**src/rtl/mem_arbiter_if.sv**
```systemverilog
// Purpose: bundles the IF requester, MEM requester and memory-side signals of the memory arbiter.
// Latency: none, wiring only.
// Backpressure: none, the request/ready and en/ack handshakes are carried as-is.
interface mem_arbiter_if #(
    parameter int ADDR_W = 32,
    parameter int DATA_W = 32
);
    // fetch requester
    logic              if_req;
    logic [ADDR_W-1:0] if_addr;
    logic [DATA_W-1:0] if_rdata;
    logic              if_ready;
    // data requester
    logic              d_req;
    logic              d_we;
    logic [ADDR_W-1:0] d_addr;
    logic [DATA_W-1:0] d_wdata;
    logic [DATA_W-1:0] d_rdata;
    logic              d_ready;
    // single-port memory
    logic              mem_en;
    logic              mem_we;
    logic [ADDR_W-1:0] mem_addr;
    logic [DATA_W-1:0] mem_wdata;
    logic [DATA_W-1:0] mem_rdata;
    logic              mem_ack;
    // pipeline status
    logic              stall_if;
    logic              stall_mem;
    logic              err;
    logic              owner;

    // arbiter view
    modport slave (
        input  if_req, if_addr, d_req, d_we, d_addr, d_wdata, mem_rdata, mem_ack,
        output if_rdata, if_ready, d_rdata, d_ready, mem_en, mem_we, mem_addr, mem_wdata,
               stall_if, stall_mem, err, owner
    );

    // requesters plus memory view
    modport master (
        output if_req, if_addr, d_req, d_we, d_addr, d_wdata, mem_rdata, mem_ack,
        input  if_rdata, if_ready, d_rdata, d_ready, mem_en, mem_we, mem_addr, mem_wdata,
               stall_if, stall_mem, err, owner
    );
endinterface

```
**src/rtl/mem_arbiter.sv**
```systemverilog
// Purpose: shares one single-port memory between fetch and data requesters, data first with a fetch starvation guard.
// Latency: request sampled in IDLE -> mem_en next cycle -> ready one cycle after ack; 3-cycle minimum period.
// Backpressure: requesters stall until their ready pulse; a missing ack ends in an err completion after TIMEOUT WAIT cycles.
module mem_arbiter #(
    parameter int ADDR_W     = 32,
    parameter int DATA_W     = 32,
    parameter int TIMEOUT    = 15,
    parameter int STARVE_MAX = 4
) (
    input  logic         clk,
    input  logic         reset,
    mem_arbiter_if.slave bus
);
    localparam int TW = $clog2(TIMEOUT + 1);
    localparam int SW = $clog2(STARVE_MAX + 1);

    typedef enum logic [1:0] {
        IDLE = 2'd0,
        WAIT = 2'd1,
        RESP = 2'd2
    } state_t;

    state_t            state_q,     state_nxt;
    logic [TW-1:0]     to_q,        to_nxt;
    logic [SW-1:0]     starve_q,    starve_nxt;
    logic              mem_en_q,    mem_en_nxt;
    logic              mem_we_q,    mem_we_nxt;
    logic [ADDR_W-1:0] mem_addr_q,  mem_addr_nxt;
    logic [DATA_W-1:0] mem_wdata_q, mem_wdata_nxt;
    logic              owner_q,     owner_nxt;
    logic [DATA_W-1:0] if_rdata_q,  if_rdata_nxt;
    logic [DATA_W-1:0] d_rdata_q,   d_rdata_nxt;
    logic              if_ready_q,  if_ready_nxt;
    logic              d_ready_q,   d_ready_nxt;
    logic              err_q,       err_nxt;
    logic              grant_d;

    // Next-state and next-output logic: arbitration in IDLE, ack/timeout in WAIT, single ready cycle in RESP.
    always_comb begin
        state_nxt     = state_q;
        to_nxt        = to_q;
        starve_nxt    = starve_q;
        mem_en_nxt    = 1'b0;
        mem_we_nxt    = mem_we_q;
        mem_addr_nxt  = mem_addr_q;
        mem_wdata_nxt = mem_wdata_q;
        owner_nxt     = owner_q;
        if_rdata_nxt  = if_rdata_q;
        d_rdata_nxt   = d_rdata_q;
        if_ready_nxt  = 1'b0;
        d_ready_nxt   = 1'b0;
        err_nxt       = 1'b0;
        // data wins unless fetch is also waiting and has been passed over STARVE_MAX times
        grant_d       = bus.d_req & (~bus.if_req | (starve_q < SW'(STARVE_MAX)));

        unique case (state_q)
            IDLE: begin
                if (bus.d_req | bus.if_req) begin
                    state_nxt  = WAIT;
                    mem_en_nxt = 1'b1;
                    to_nxt     = '0;
                    if (grant_d) begin
                        owner_nxt     = 1'b1;
                        mem_we_nxt    = bus.d_we;
                        mem_addr_nxt  = bus.d_addr;
                        mem_wdata_nxt = bus.d_wdata;
                        if (!bus.if_req) begin
                            starve_nxt = '0;
                        end else if (starve_q < SW'(STARVE_MAX)) begin
                            starve_nxt = starve_q + SW'(1);
                        end
                    end else begin
                        owner_nxt     = 1'b0;
                        mem_we_nxt    = 1'b0;
                        mem_addr_nxt  = bus.if_addr;
                        mem_wdata_nxt = '0;
                        starve_nxt    = '0;
                    end
                end
            end
            WAIT: begin
                if (bus.mem_ack || (to_q == TW'(TIMEOUT - 1))) begin
                    // an ack on the final WAIT cycle still counts as a normal completion
                    state_nxt = RESP;
                    err_nxt   = ~bus.mem_ack;
                    if (!bus.mem_ack) begin
                        to_nxt = to_q + TW'(1);
                    end
                    if (owner_q) begin
                        d_ready_nxt = 1'b1;
                        // stores leave the load data register untouched
                        if (!mem_we_q) begin
                            d_rdata_nxt = bus.mem_ack ? bus.mem_rdata : '0;
                        end
                    end else begin
                        if_ready_nxt = 1'b1;
                        if_rdata_nxt = bus.mem_ack ? bus.mem_rdata : '0;
                    end
                end else begin
                    to_nxt = to_q + TW'(1);
                end
            end
            RESP: begin
                to_nxt    = '0;
                state_nxt = IDLE;
            end
            default: begin
                state_nxt = IDLE;
            end
        endcase
    end

    // State and registered outputs; reset abandons any transaction in flight.
    always_ff @(posedge clk or posedge reset) begin
        if (reset) begin
            state_q     <= IDLE;
            to_q        <= '0;
            starve_q    <= '0;
            mem_en_q    <= 1'b0;
            mem_we_q    <= 1'b0;
            mem_addr_q  <= '0;
            mem_wdata_q <= '0;
            owner_q     <= 1'b0;
            if_rdata_q  <= '0;
            d_rdata_q   <= '0;
            if_ready_q  <= 1'b0;
            d_ready_q   <= 1'b0;
            err_q       <= 1'b0;
        end else begin
            state_q     <= state_nxt;
            to_q        <= to_nxt;
            starve_q    <= starve_nxt;
            mem_en_q    <= mem_en_nxt;
            mem_we_q    <= mem_we_nxt;
            mem_addr_q  <= mem_addr_nxt;
            mem_wdata_q <= mem_wdata_nxt;
            owner_q     <= owner_nxt;
            if_rdata_q  <= if_rdata_nxt;
            d_rdata_q   <= d_rdata_nxt;
            if_ready_q  <= if_ready_nxt;
            d_ready_q   <= d_ready_nxt;
            err_q       <= err_nxt;
        end
    end

    assign bus.mem_en    = mem_en_q;
    assign bus.mem_we    = mem_we_q;
    assign bus.mem_addr  = mem_addr_q;
    assign bus.mem_wdata = mem_wdata_q;
    assign bus.owner     = owner_q;
    assign bus.if_rdata  = if_rdata_q;
    assign bus.d_rdata   = d_rdata_q;
    assign bus.if_ready  = if_ready_q;
    assign bus.d_ready   = d_ready_q;
    assign bus.err       = err_q;
    assign bus.stall_if  = bus.if_req & ~if_ready_q;
    assign bus.stall_mem = bus.d_req & ~d_ready_q;

endmodule
```
**src/flat_wrapper.sv**
```systemverilog
// flat-port wrapper written by rule: the top's interface ports become plain ports
module mem_arbiter_flat 
#(
    parameter int ADDR_W     = 32,
    parameter int DATA_W     = 32,
    parameter int TIMEOUT    = 15,
    parameter int STARVE_MAX = 4
)
  (clk, reset, bus_if_req, bus_if_addr, bus_d_req, bus_d_we, bus_d_addr, bus_d_wdata, bus_mem_rdata, bus_mem_ack, bus_if_rdata, bus_if_ready, bus_d_rdata, bus_d_ready, bus_mem_en, bus_mem_we, bus_mem_addr, bus_mem_wdata, bus_stall_if, bus_stall_mem, bus_err, bus_owner);
  mem_arbiter_if #(.ADDR_W(ADDR_W), .DATA_W(DATA_W)) bus_i ();
  input  logic clk;
  input  logic reset;
  input wire logic [$bits(bus_i.if_req)-1:0] bus_if_req;
  input wire logic [$bits(bus_i.if_addr)-1:0] bus_if_addr;
  input wire logic [$bits(bus_i.d_req)-1:0] bus_d_req;
  input wire logic [$bits(bus_i.d_we)-1:0] bus_d_we;
  input wire logic [$bits(bus_i.d_addr)-1:0] bus_d_addr;
  input wire logic [$bits(bus_i.d_wdata)-1:0] bus_d_wdata;
  input wire logic [$bits(bus_i.mem_rdata)-1:0] bus_mem_rdata;
  input wire logic [$bits(bus_i.mem_ack)-1:0] bus_mem_ack;
  output wire logic [$bits(bus_i.if_rdata)-1:0] bus_if_rdata;
  output wire logic [$bits(bus_i.if_ready)-1:0] bus_if_ready;
  output wire logic [$bits(bus_i.d_rdata)-1:0] bus_d_rdata;
  output wire logic [$bits(bus_i.d_ready)-1:0] bus_d_ready;
  output wire logic [$bits(bus_i.mem_en)-1:0] bus_mem_en;
  output wire logic [$bits(bus_i.mem_we)-1:0] bus_mem_we;
  output wire logic [$bits(bus_i.mem_addr)-1:0] bus_mem_addr;
  output wire logic [$bits(bus_i.mem_wdata)-1:0] bus_mem_wdata;
  output wire logic [$bits(bus_i.stall_if)-1:0] bus_stall_if;
  output wire logic [$bits(bus_i.stall_mem)-1:0] bus_stall_mem;
  output wire logic [$bits(bus_i.err)-1:0] bus_err;
  output wire logic [$bits(bus_i.owner)-1:0] bus_owner;
  assign bus_i.if_req = bus_if_req;
  assign bus_i.if_addr = bus_if_addr;
  assign bus_i.d_req = bus_d_req;
  assign bus_i.d_we = bus_d_we;
  assign bus_i.d_addr = bus_d_addr;
  assign bus_i.d_wdata = bus_d_wdata;
  assign bus_i.mem_rdata = bus_mem_rdata;
  assign bus_i.mem_ack = bus_mem_ack;
  assign bus_if_rdata = bus_i.if_rdata;
  assign bus_if_ready = bus_i.if_ready;
  assign bus_d_rdata = bus_i.d_rdata;
  assign bus_d_ready = bus_i.d_ready;
  assign bus_mem_en = bus_i.mem_en;
  assign bus_mem_we = bus_i.mem_we;
  assign bus_mem_addr = bus_i.mem_addr;
  assign bus_mem_wdata = bus_i.mem_wdata;
  assign bus_stall_if = bus_i.stall_if;
  assign bus_stall_mem = bus_i.stall_mem;
  assign bus_err = bus_i.err;
  assign bus_owner = bus_i.owner;
  mem_arbiter #(.ADDR_W(ADDR_W), .DATA_W(DATA_W), .TIMEOUT(TIMEOUT), .STARVE_MAX(STARVE_MAX)) u_core (.clk(clk), .reset(reset), .bus(bus_i));
endmodule
```
**config.mk**
```make
export PLATFORM = sky130hd
export DESIGN_NAME = mem_arbiter_flat
export DESIGN_NICKNAME = d
export VERILOG_FILES = /design/src/rtl/mem_arbiter_if.sv /design/src/rtl/mem_arbiter.sv /design/src/flat_wrapper.sv
export SDC_FILE = /design/constraint.sdc
export NUM_CORES = 1
export LEC_CHECK = 0
export BUFFER_PORTS_ARGS = -buffer_cell sky130_fd_sc_hd__buf_4
export CAP_MARGIN = 20
export CORE_MARGIN = 2
export CORE_UTILIZATION = 51
export CTS_BUF_LIST = sky130_fd_sc_hd__clkbuf_8 sky130_fd_sc_hd__clkbuf_16
export DETAILED_ROUTE_END_ITERATION = 12
export GPL_TIMING_DRIVEN = 0
export PLACE_DENSITY = 0.89
export REMOVE_ABC_BUFFERS = 1
export SLEW_MARGIN = 20
export SYNTH_ARGS = -nofsm -noshare
export SYNTH_HDL_FRONTEND = slang
export SYNTH_SLANG_ARGS = --single-unit
```
**constraint.sdc**
```tcl
create_clock -name clk -period 15 [get_ports clk]
set_clock_uncertainty 0.05 [all_clocks]
set_input_delay 3 -clock clk [delete_from_list [all_inputs] [get_ports clk]]
set_output_delay 3 -clock clk [all_outputs]
set_load 0.01 [all_outputs]
```
# Word-level counts from Yosys, hierarchy flattened
# Cells that the tools add are included.
# word_totals
in_bits,134
output_inout_bits,136
wordCells,68
register_bits,143
# classes
bitwise,11
eq_ne,7
n_mux,25
magnitude_cmp,1
n_reduce_logical,9
n_addsub,2
# ops
op,n
$mux 32,3
$mux 1,12
$mux 4,3
$pmux 4 s3,1
$mux 3,3
$reduce_and 3->1,3
$ne 3x3->1 const B,2
$not 1->1,6
$add 4x1->4 const B,1
$eq 4x4->1 const B,1
$mux 2,2
$ne 2x1->1 const B,2
$pmux 2 s2,1
$reduce_and 2->1,2
$reduce_and 4->1,1
$add 3x1->3 const B,1
$and 1x1->1,3
$lt 3x3->1 const B,1
$reduce_bool 3->1,1
$eq 2x1->1 const B,1
$eq 2x2->1 const B,1
$logic_not 2->1,1
$or 1x1->1,2
$logic_or 1x1->1,1

# Logic depth before layout (Yosys ltp)
# Gate-level depths: netlist of run 1.
# logic_depth
word_depth,5
ltp_mapped,6
depth_no_buf,5

# Worst setup path after synthesis of run 1
# OpenSTA, ideal clock, no wires.
# synth_path
kind,input to output
start,in bus_if_req
end,out bus_stall_if
cell_stages,2
n_path_buf,1
t_arrival_ps,3311
setup_slack_ps,8639
required_time_ps,11950
path_cell_list,buf_6 > nor2b_1
# synth_between
elab_chain_len,1
# synth_rtl
element,line_no,text
"start, declared",flat_wrapper.sv:13,input wire logic [$bits(bus_i.if_req)-1:0] bus_if_req;
$and 1x1->1,mem_arbiter.sv:156,assign bus.stall_if = bus.if_req & ~if_ready_q;
"end, declared",flat_wrapper.sv:29,output wire logic [$bits(bus_i.stall_if)-1:0] bus_stall_if;
# Every way passes these cells.

# Final worst setup path of run 1
# Ends and elaborated chain as after synthesis.

==> results of run 1 <==
==> cell type report <==
class / instances / share of cell area [%]
flip-flops and latches: 143 / 40.9
repair buffers: 277 / 24.8
multi-input cells: 235 / 24.0
clock buffers: 18 / 5.02
well taps: 143 / 2.04
inverters: 37 / 1.67
clock inverters: 14 / 1.62
==> flip-flops by register name, indices dropped and copies added (netlist names), 2 cells and up <==
signal and count:
u_core.bus.d_rdata 32, u_core.bus.if_rdata 32, u_core.bus.mem_addr 32, u_core.bus.mem_wdata 32, u_core.to_q 4, u_core.starve_q 3, u_core.state_q 2
==> Yosys cell counts (all sizes together) <==
master	instances
o31ai	1
or4	1
mux2	65
and2b	1
nand4	1
a31o	1
nor4bb	1
a32o	1
and2	2
nand3	1
nor3b	5
nand3b	1
inv	37
nor2b	2
a22o	66
clkbuf	10
nand4b	1
dfrtp	143
or3	2
a21boi	2
mux2i	33
o211ai	2
nand2b	1
buf	18
nor2	2
o21ai	3
nand2	32
and3	3
ha	3
a21o	2
==> final timing paths <==
check	start	to	slack, ns	cells past startpoint
setup / recovery	bus_if_req	bus_stall_if	8.47	3
hold / removal	u_core.bus.mem_addr[11]	u_core.bus.mem_addr[11]	0.45	1
setup reg to reg	u_core.to_q[0]	u_core.bus.d_rdata[18]	12.59	7
hold reg to reg	u_core.bus.mem_addr[11]	u_core.bus.mem_addr[11]	0.45	1
max in group asynchronous	reset	u_core.bus.mem_wdata[10]	11.61	3
min in group asynchronous	reset	u_core.bus.d_rdata[28]	2.57	2
==> stage by stage <==
| step | utilization (%) | total power, mW | setup WS, ns | instance area (um^2) |
|---|---|---|---|---|
| floorplan | - | 1.00 | 8.11 | 5780 |
| CTS | 77.0 | 1.82 | 8.47 | 8750 |
| global route | 77.0 | 1.90 | 8.44 | 8750 |
| finish | 77.0 | 1.81 | 8.47 | 8750 |
| global placement | 70.2 | 1.35 | 6.85 | 7980 |
| detailed placement | 71.8 | 1.40 | 8.47 | 8170 |
==> report_power, final <==
group | total, mW | switching, mW | internal [mW]
Combinational | 0.732 | 0.328 | 0.404
Sequential | 0.669 | 0.108 | 0.560
Clock | 0.408 | 0.159 | 0.249
Total | 1.81 | 0.595 | 1.21
==> critical path, cell delays in order <==
cell and delay, ns:
buf_4 0.17, nor2b_1 0.16, buf_4 0.14
==> layout by cell type (no fill, tap or decap), types with 3 or more instances in the layout <==
cell / instances
dfrtp_1: 143
clkinvlp_4: 3
inv_1: 36
mux2i_1: 33
and3_1: 3
clkbuf_16: 17
nand2_1: 32
buf_4: 269
nor3b_1: 4
buf_6: 3
a22o_1: 66
mux2_2: 64
clkinv_2: 4
buf_16: 3
ha_1: 3
==> cell families after synthesis <==
group,synth area share [%]
compound gates,11.3
fa+ha+maj,0.634
buf+inv,4.73
flops,60.4
mux,18.0
simple gates,4.92
==> routing by layer <==
layer	wire length [um]	GRT usage, %
met3	1070	6.70
met2	8410	45.0
met5	0	0
met4	537	13.1
met1	5850	28.7
==> impl_metrics.env, run 1 <==
export IMPL_clk_latency_ns=0.41
export IMPL_ant_nets=0
export IMPL_die_area_um2=12500
export IMPL_vias=4691
export IMPL_multiInputGateArea_um2=2100
export IMPL_firstDrtPassIters=5
export IMPL_clock_sinks=143
export IMPL_period_share_pct=43.5
export IMPL_setup_violations=0
export IMPL_pin_count=270
export IMPL_ys_warn_count=0
export IMPL_grt_pass1_vias=4981
export IMPL_cts_tree="yes"
export IMPL_num_rows=39
export IMPL_fin_cells=867
export IMPL_antenna_found_initial=0
export IMPL_fmax_mhz=153
export IMPL_rsz0062_at_grt="no"
export IMPL_yosys_top_cells_area="dfrtp_1 (60%), mux2_2 (12%), a22o_1 (9.8%)"
export IMPL_portBuffers=269
export IMPL_drive_gt1_share_pct=52.8
export IMPL_maxSlewViolCount=0
export IMPL_cts_made_buffers=17
export IMPL_n_fill_cell=680
export IMPL_track_usage_pct=25.6
export IMPL_cts_resized=0
export IMPL_worstPathRequired_ns=11.95
export IMPL_start_util_pct=52.1
export IMPL_drcViolationCount=0
export IMPL_drt_iter0_markers=284
export IMPL_whs_ns=0.455
export IMPL_drt_wirelength_per_cell_um=18.3
export IMPL_synth_cell_types=37
export IMPL_syn_instance_count=443
export IMPL_die_w_um=112
export IMPL_end_kind="output port"
export IMPL_synth_area_um2=5930
export IMPL_seq_area_um2=3580
export IMPL_diodes=0
export IMPL_overflow=0
export IMPL_drt_wl_total_mm=15.9
export IMPL_fin_nets=848
export IMPL_yosys_area_top_type="dfrtp_1"
export IMPL_hold_viol=0
export IMPL_cts_setup_buffers=0
export IMPL_clk_pin_slew_worst_paths_ns=0.05
export IMPL_grt_pass1_wl_mm=25.3
export IMPL_cp_arrival_ns=3.48
export IMPL_maxCapViolCount=0
export IMPL_syn_area_per_cell_um2=13.4
export IMPL_yosysSeqAreaShare_pct=60.4
export IMPL_leakagePower_nw=4.60
export IMPL_crit_fanout=8
export IMPL_status="complete, no violations"
export IMPL_fp_dieH_um=112
export IMPL_peakVddDrop_mv=0.132
export IMPL_synth_top_cell_area_share_pct=60.4
export IMPL_ys_seq_elements=143
export IMPL_cts_path_max_buffers=2
export IMPL_grt_start_max_net_pins=78
export IMPL_slew_headroom_pct=39.5
export IMPL_worst_slew_pin_slew_ns=0.905
export IMPL_dp_cells=835
export IMPL_gp_congestion=0.852
export IMPL_core_um2=11400
export IMPL_root_buffer="clkbuf_16"
export IMPL_viasPerCell=5.41
export IMPL_worstSetupPathType="primary input to output port"
export IMPL_fin_tns_setup_ns=0
export IMPL_min_period_ns=6.53
export IMPL_syn2layout_area_growth_pct=47.7
export IMPL_dp_hpwl_mm=11.4
export IMPL_htreeDepth=4
export IMPL_hold_buffers=0
export IMPL_startpoint_type="primary input"
export IMPL_power_density_nw_per_um2=207
export IMPL_hold_class="flip-flop to flip-flop"
Power figures use the tool's default switching activity.
==> run 2: changes to the inputs <==
Settings changed: ABC_AREA from default to 1, CORE_UTILIZATION 51 to 47, PLACE_DENSITY 0.89 to 0.83.
Clock period 15 ns to 6.8 ns, I/O delays scaled along.
==> impl_metrics.env, run 2 <==
export IMPL_cts_path_max_buffers=2
export IMPL_overflow=0
export IMPL_root_buffer="clkbuf_16"
export IMPL_worstSetupPathType="primary input to output port"
export IMPL_firstDrtPassIters=4
export IMPL_n_fill_cell=1003
export IMPL_drt_iter0_markers=315
export IMPL_synth_main_ff_cell="dfrtp_1"
export IMPL_diodes=0
export IMPL_cp_arrival_ns=1.81
export IMPL_final_cell_mix="buf_4 (269), nand2_1 (240), dfrtp_1 (143)"
export IMPL_fin_nets=1053
export IMPL_synthMostInstantiatedCell="nand2_1"
export IMPL_ant_nets=0
export IMPL_rsz0062_at_grt="no"
export IMPL_core_um2=12600
export IMPL_drt_wirelength_per_cell_um=14.2
export IMPL_maxSlewViolCount=0
export IMPL_hold_class="flip-flop to flip-flop"
export IMPL_die_area_um2=13700
export IMPL_min_period_ns=3.22
export IMPL_syn_area_per_cell_um2=9.12
export IMPL_startpoint_type="primary input"
export IMPL_netlist_top_cells_count="nand2_1 (240), dfrtp_1 (143), inv_1 (75), o21ai_0 (57), o211ai_1 (32)"
export IMPL_setup_violations=0
export IMPL_clk_pin_slew_worst_paths_ns=0.05
export IMPL_synth_edf_count=0
export IMPL_hold_buffers=0
export IMPL_period_share_pct=47.3
export IMPL_syn2layout_area_growth_pct=45.5
export IMPL_worst_slew_pin_slew_ns=0.696
export IMPL_status="complete, no violations"
export IMPL_ys_warn_count=0
export IMPL_yosys_top_cells_area="dfrtp_1 (59%), nand2_1 (15%), o21ai_0 (4.7%)"
export IMPL_fmax_mhz=311
export IMPL_vias=5362
export IMPL_cts_made_buffers=17
export IMPL_pin_count=270
export IMPL_cts_tree="yes"
export IMPL_yosys_area_top_type="dfrtp_1"
export IMPL_maxCapViolCount=0
export IMPL_leakagePower_nw=4.76
export IMPL_synth_top_cell_area_share_pct=59.5
export IMPL_synth_area_um2=6020
export IMPL_drt_wl_total_mm=15.7
export IMPL_yosysSeqAreaShare_pct=59.5
export IMPL_cts_setup_buffers=0
export IMPL_clock_sinks=143
export IMPL_hold_viol=0
export IMPL_whs_ns=0.427
export IMPL_worstPathRequired_ns=5.39
export IMPL_track_usage_pct=22.7
export IMPL_cts_resized=0
export IMPL_grt_pass1_vias=4912
export IMPL_portBuffers=269
export IMPL_drcViolationCount=0
export IMPL_peakVddDrop_mv=0.243
export IMPL_htreeDepth=4
export IMPL_slew_headroom_pct=53.4
export IMPL_fp_dieH_um=117
export IMPL_gp_congestion=0.790
export IMPL_clk_latency_ns=0.41
export IMPL_fin_tns_setup_ns=0
export IMPL_viasPerCell=4.87
export IMPL_rrSetupSlack_ns=4.77
export IMPL_synthArstFlopShare_pct=100
export IMPL_syn_instance_count=660
export IMPL_die_w_um=117
export IMPL_grt_pass1_wl_mm=23.7
export IMPL_antenna_found_initial=0
export IMPL_dp_hpwl_mm=11.2
export IMPL_layout_commonest_cell="buf_4"
export IMPL_drive_gt1_share_pct=36.5
export IMPL_end_kind="output port"
export IMPL_num_rows=41
export IMPL_crit_fanout=4
export IMPL_grt_start_max_net_pins=83
export IMPL_power_density_nw_per_um2=436
export IMPL_synth_cell_types=25
export IMPL_start_util_pct=47.9
export IMPL_ys_seq_elements=143
-- run 2: cell types whose count changed after synthesis, moves of 4 or more --
cell	change
nand2_1	+208
buf_6	+5
o21ai_1	+25
o21ai_2	+24
o211ai_1	+30
mux2_2	-64
a22o_1	-66
inv_1	+39
nand3_1	+5
o21ai_0	+55
nor3b_1	-4
mux2i_1	-33
-- run 2: worst max-delay path, stage by stage --
cell and delay, ns:
buf_4 0.13, inv_1 0.11, nor2_1 0.06, buf_4 0.14
-- run 2: logic make-up (layout without fill, tap and decap cells) --
family                   after synthesis  in the layout  share of synthesized area (%)
AO/OA/AOI/OAI                        139            139                           14.4
flip-flops                           143            143                           59.5
AND/OR/NAND/NOR                      261            261                           17.2
buffers and inverters                113            382                           8.17
adder cells (fa/ha/maj)                3              3                          0.624
XOR/XNOR                               1              1                          0.146
-- run 2: area by class of cell --
| cell class | instances | area [um^2] | share of cell area [%] |
|---|---|---|---|
| Sequential cell | 143 | 3580 | 40.9 |
| Multi-Input combinational cell | 404 | 1970 | 22.5 |
| Tap cell | 172 | 215 | 2.46 |
| Clock buffer | 21 | 480 | 5.49 |
| Clock inverter | 11 | 90.1 | 1.03 |
| Inverter | 77 | 297 | 3.39 |
| Timing Repair Buffer | 273 | 2120 | 24.2 |
-- run 2: report_power, final --
group | leakage, nW | internal, mW | switching [mW] | total, mW
registers | 1.83 | 1.22 | 0.210 | 1.43
logic | 2.64 | 0.717 | 0.797 | 1.51
clock network | 0.288 | 0.538 | 0.340 | 0.878
-- run 2: metal layers --
| layer | part of all wire, % | global-route usage, % |
|---|---|---|
| met1 | 38 | 25.8 |
| met2 | 49 | 37.7 |
| met3 | 9.4 | 8.65 |
| met4 | 3.5 | 11.2 |
| met5 | 0 | 0 |
-- run 2: through the flow --
| stage | setup WS [ns] | total power, mW | cell area (um^2) | util [%] | instances |
|---|---|---|---|---|---|
| floorplan | 1.55 | 2.10 | 5810 | - | 624 |
| global placement | -0.0121 | 2.87 | 8050 | 64.0 | 1065 |
| detailed placement | 3.59 | 2.97 | 8170 | 65.0 | 1069 |
| CTS | 3.59 | 3.86 | 8740 | 69.6 | 1101 |
| global route | 3.55 | 4.08 | 8750 | 69.7 | 1101 |
| finish | 3.58 | 3.82 | 8750 | 69.7 | 1101 |
-- run 2: final timing paths --
path,start,end,depth (start not counted)
max,bus_if_req,bus_stall_if,4
min,u_core.bus.mem_addr[2],u_core.bus.mem_addr[2],2
max reg2reg,u_core.state_q[0],u_core.bus.mem_addr[3],6
min reg2reg,u_core.bus.mem_addr[2],u_core.bus.mem_addr[2],2
max in group asynchronous,reset,u_core.bus.mem_addr[13],3
min in group asynchronous,reset,u_core.bus.if_rdata[5],2
==> run 3: changes to the inputs <==
Settings changed: ABC_AREA 1 to 0.
Clock period 6.8 ns to 3 ns, I/O delays scaled along.
==> impl_metrics.env, run 3 (synthesis gave the netlist of run 1 again) <==
export IMPL_firstDrtPassIters=4
export IMPL_syn2layout_area_growth_pct=47.4
export IMPL_crit_fanout=11
export IMPL_fmax_mhz=451
export IMPL_hold_viol=0
export IMPL_power_mw=8.77
export IMPL_start_util_pct=47.5
export IMPL_cts_setup_buffers=0
export IMPL_use_met1_pct=25.9
export IMPL_gp_congestion=0.769
export IMPL_peakVddDrop_mv=0.514
export IMPL_fin_nets=850
export IMPL_layout_commonest_cell="buf_4"
export IMPL_cp_arrival_ns=2.49
export IMPL_die_area_um2=13500
export IMPL_diodes=0
export IMPL_setup_ws_ns=0.784
export IMPL_grtUsageMet2_pct=38.4
export IMPL_viasPerCell=5.17
export IMPL_fin_tns_setup_ns=0
export IMPL_hold_buffers=0
export IMPL_overflow=0
export IMPL_leakagePower_nw=4.59
export IMPL_grt_pass1_wl_mm=23.0
export IMPL_worst_slew_pin_slew_ns=0.953
export IMPL_grt_use_met3_pct=4.93
export IMPL_worstRegToRegCells=7
export IMPL_grt_pass1_vias=4711
export IMPL_startpoint_type="flip-flop"
export IMPL_cts_made_buffers=17
export IMPL_slew_headroom_pct=36.3
export IMPL_period_share_pct=73.9
export IMPL_cts_path_max_buffers=2
export IMPL_grt_busiest_layer="met2"
export IMPL_cts_tree="yes"
export IMPL_drt_wl_total_mm=15.1
export IMPL_grt_start_max_net_pins=86
export IMPL_clk_pin_slew_worst_paths_ns=0.06
export IMPL_pre_cts_ws_ns=0.479
export IMPL_die_w_um=116
export IMPL_fp_dieH_um=116
export IMPL_worstPathRequired_ns=3.28
export IMPL_maxSlewViolCount=0
export IMPL_drt_wirelength_per_cell_um=16.8
export IMPL_dp_hpwl_mm=11.1
export IMPL_antenna_found_initial=0
export IMPL_hold_class="primary input to async pin"
export IMPL_rsz0062_at_grt="no"
export IMPL_track_usage_pct=22.2
export IMPL_drt_iter0_markers=251
export IMPL_vias=4628
export IMPL_pin_count=270
export IMPL_core_um2=12500
export IMPL_setup_violations=0
export IMPL_whs_ns=0.142
export IMPL_cts_resized=0
export IMPL_worstSetupPathType="flip-flop to flip-flop"
export IMPL_root_buffer="clkbuf_16"
export IMPL_maxCapViolCount=0
export IMPL_drive_gt1_share_pct=52.6
export IMPL_end_kind="flip-flop"
export IMPL_clock_sinks=143
export IMPL_drcViolationCount=0
export IMPL_status="complete, no violations"
export IMPL_power_density_nw_per_um2=1000
export IMPL_final_cell_mix="buf_4 (269), dfrtp_1 (143), a22o_1 (66)"
export IMPL_min_period_ns=2.22
export IMPL_portBuffers=269
export IMPL_ant_nets=0
export IMPL_clk_latency_ns=0.42
export IMPL_num_rows=41
export IMPL_htreeDepth=4
## run 3: changes by cell type in the layout (fill, tap and decap cells not counted), moves of 4 or more
cell / delta
a22o_1: +66
inv_1: -39
mux2i_1: +33
nor3b_1: +4
mux2_2: +64
o21ai_0: -55
o21ai_1: -26
o21ai_2: -23
nand3_1: -4
nand2_1: -208
buf_6: +7
o211ai_1: -30
## run 3: per-stage QoR
stage	instances	cell area, um^2	utilization [%]
finish	896	8740	70.1
global route	896	8740	70.1
CTS	896	8740	70.1
detailed placement	866	8220	65.9
global placement	856	8020	64.3
floorplan	415	5780	-
## run 3: path summary, 6_finish.rpt
kind | start | to | slack [ns]
worst max-delay path | u_core.to_q[0] | u_core.bus.d_rdata[12] | 0.78
worst min-delay path | reset | u_core.bus.if_rdata[5] | 0.14
worst max register to register | u_core.to_q[0] | u_core.bus.d_rdata[12] | 0.78
worst min register to register | u_core.bus.mem_wdata[14] | u_core.bus.mem_wdata[14] | 0.45
max in group asynchronous | reset | u_core.to_q[3] | 2.04
min in group clk | bus_d_wdata[11] | u_core.bus.mem_wdata[11] | 0.35
## run 3: critical path: stages, from the launching register on
cell      delay (ns)
dfrtp_1         0.37
inv_1           0.07
ha_1            0.21
a31o_2          0.27
nand4b_1        0.45
buf_6           0.26
buf_6           0.20
mux2i_1         0.23
## run 3: final cells by class
type	count	area, um^2
Sequential cell	143	3580
Tap cell	172	215
Clock buffer	18	439
Clock inverter	12	76.3
Fill cell	901	3730
Multi-Input combinational cell	235	2100
Inverter	37	146
Timing Repair Buffer	279	2180
## run 3: per-layer routing
metal / wire length, um / vias up
met5: 0 / -
met4: 535 / 0
met1: 5610 / 2285
met2: 7950 / 194
met3: 998 / 44
li1: - / 2105
## run 3: report_power, final
group / total [mW] / switching (mW) / internal [mW]
clock: 1.82 / 0.767 / 1.06
combinational: 3.63 / 1.60 / 2.03
sequential: 3.32 / 0.523 / 2.80
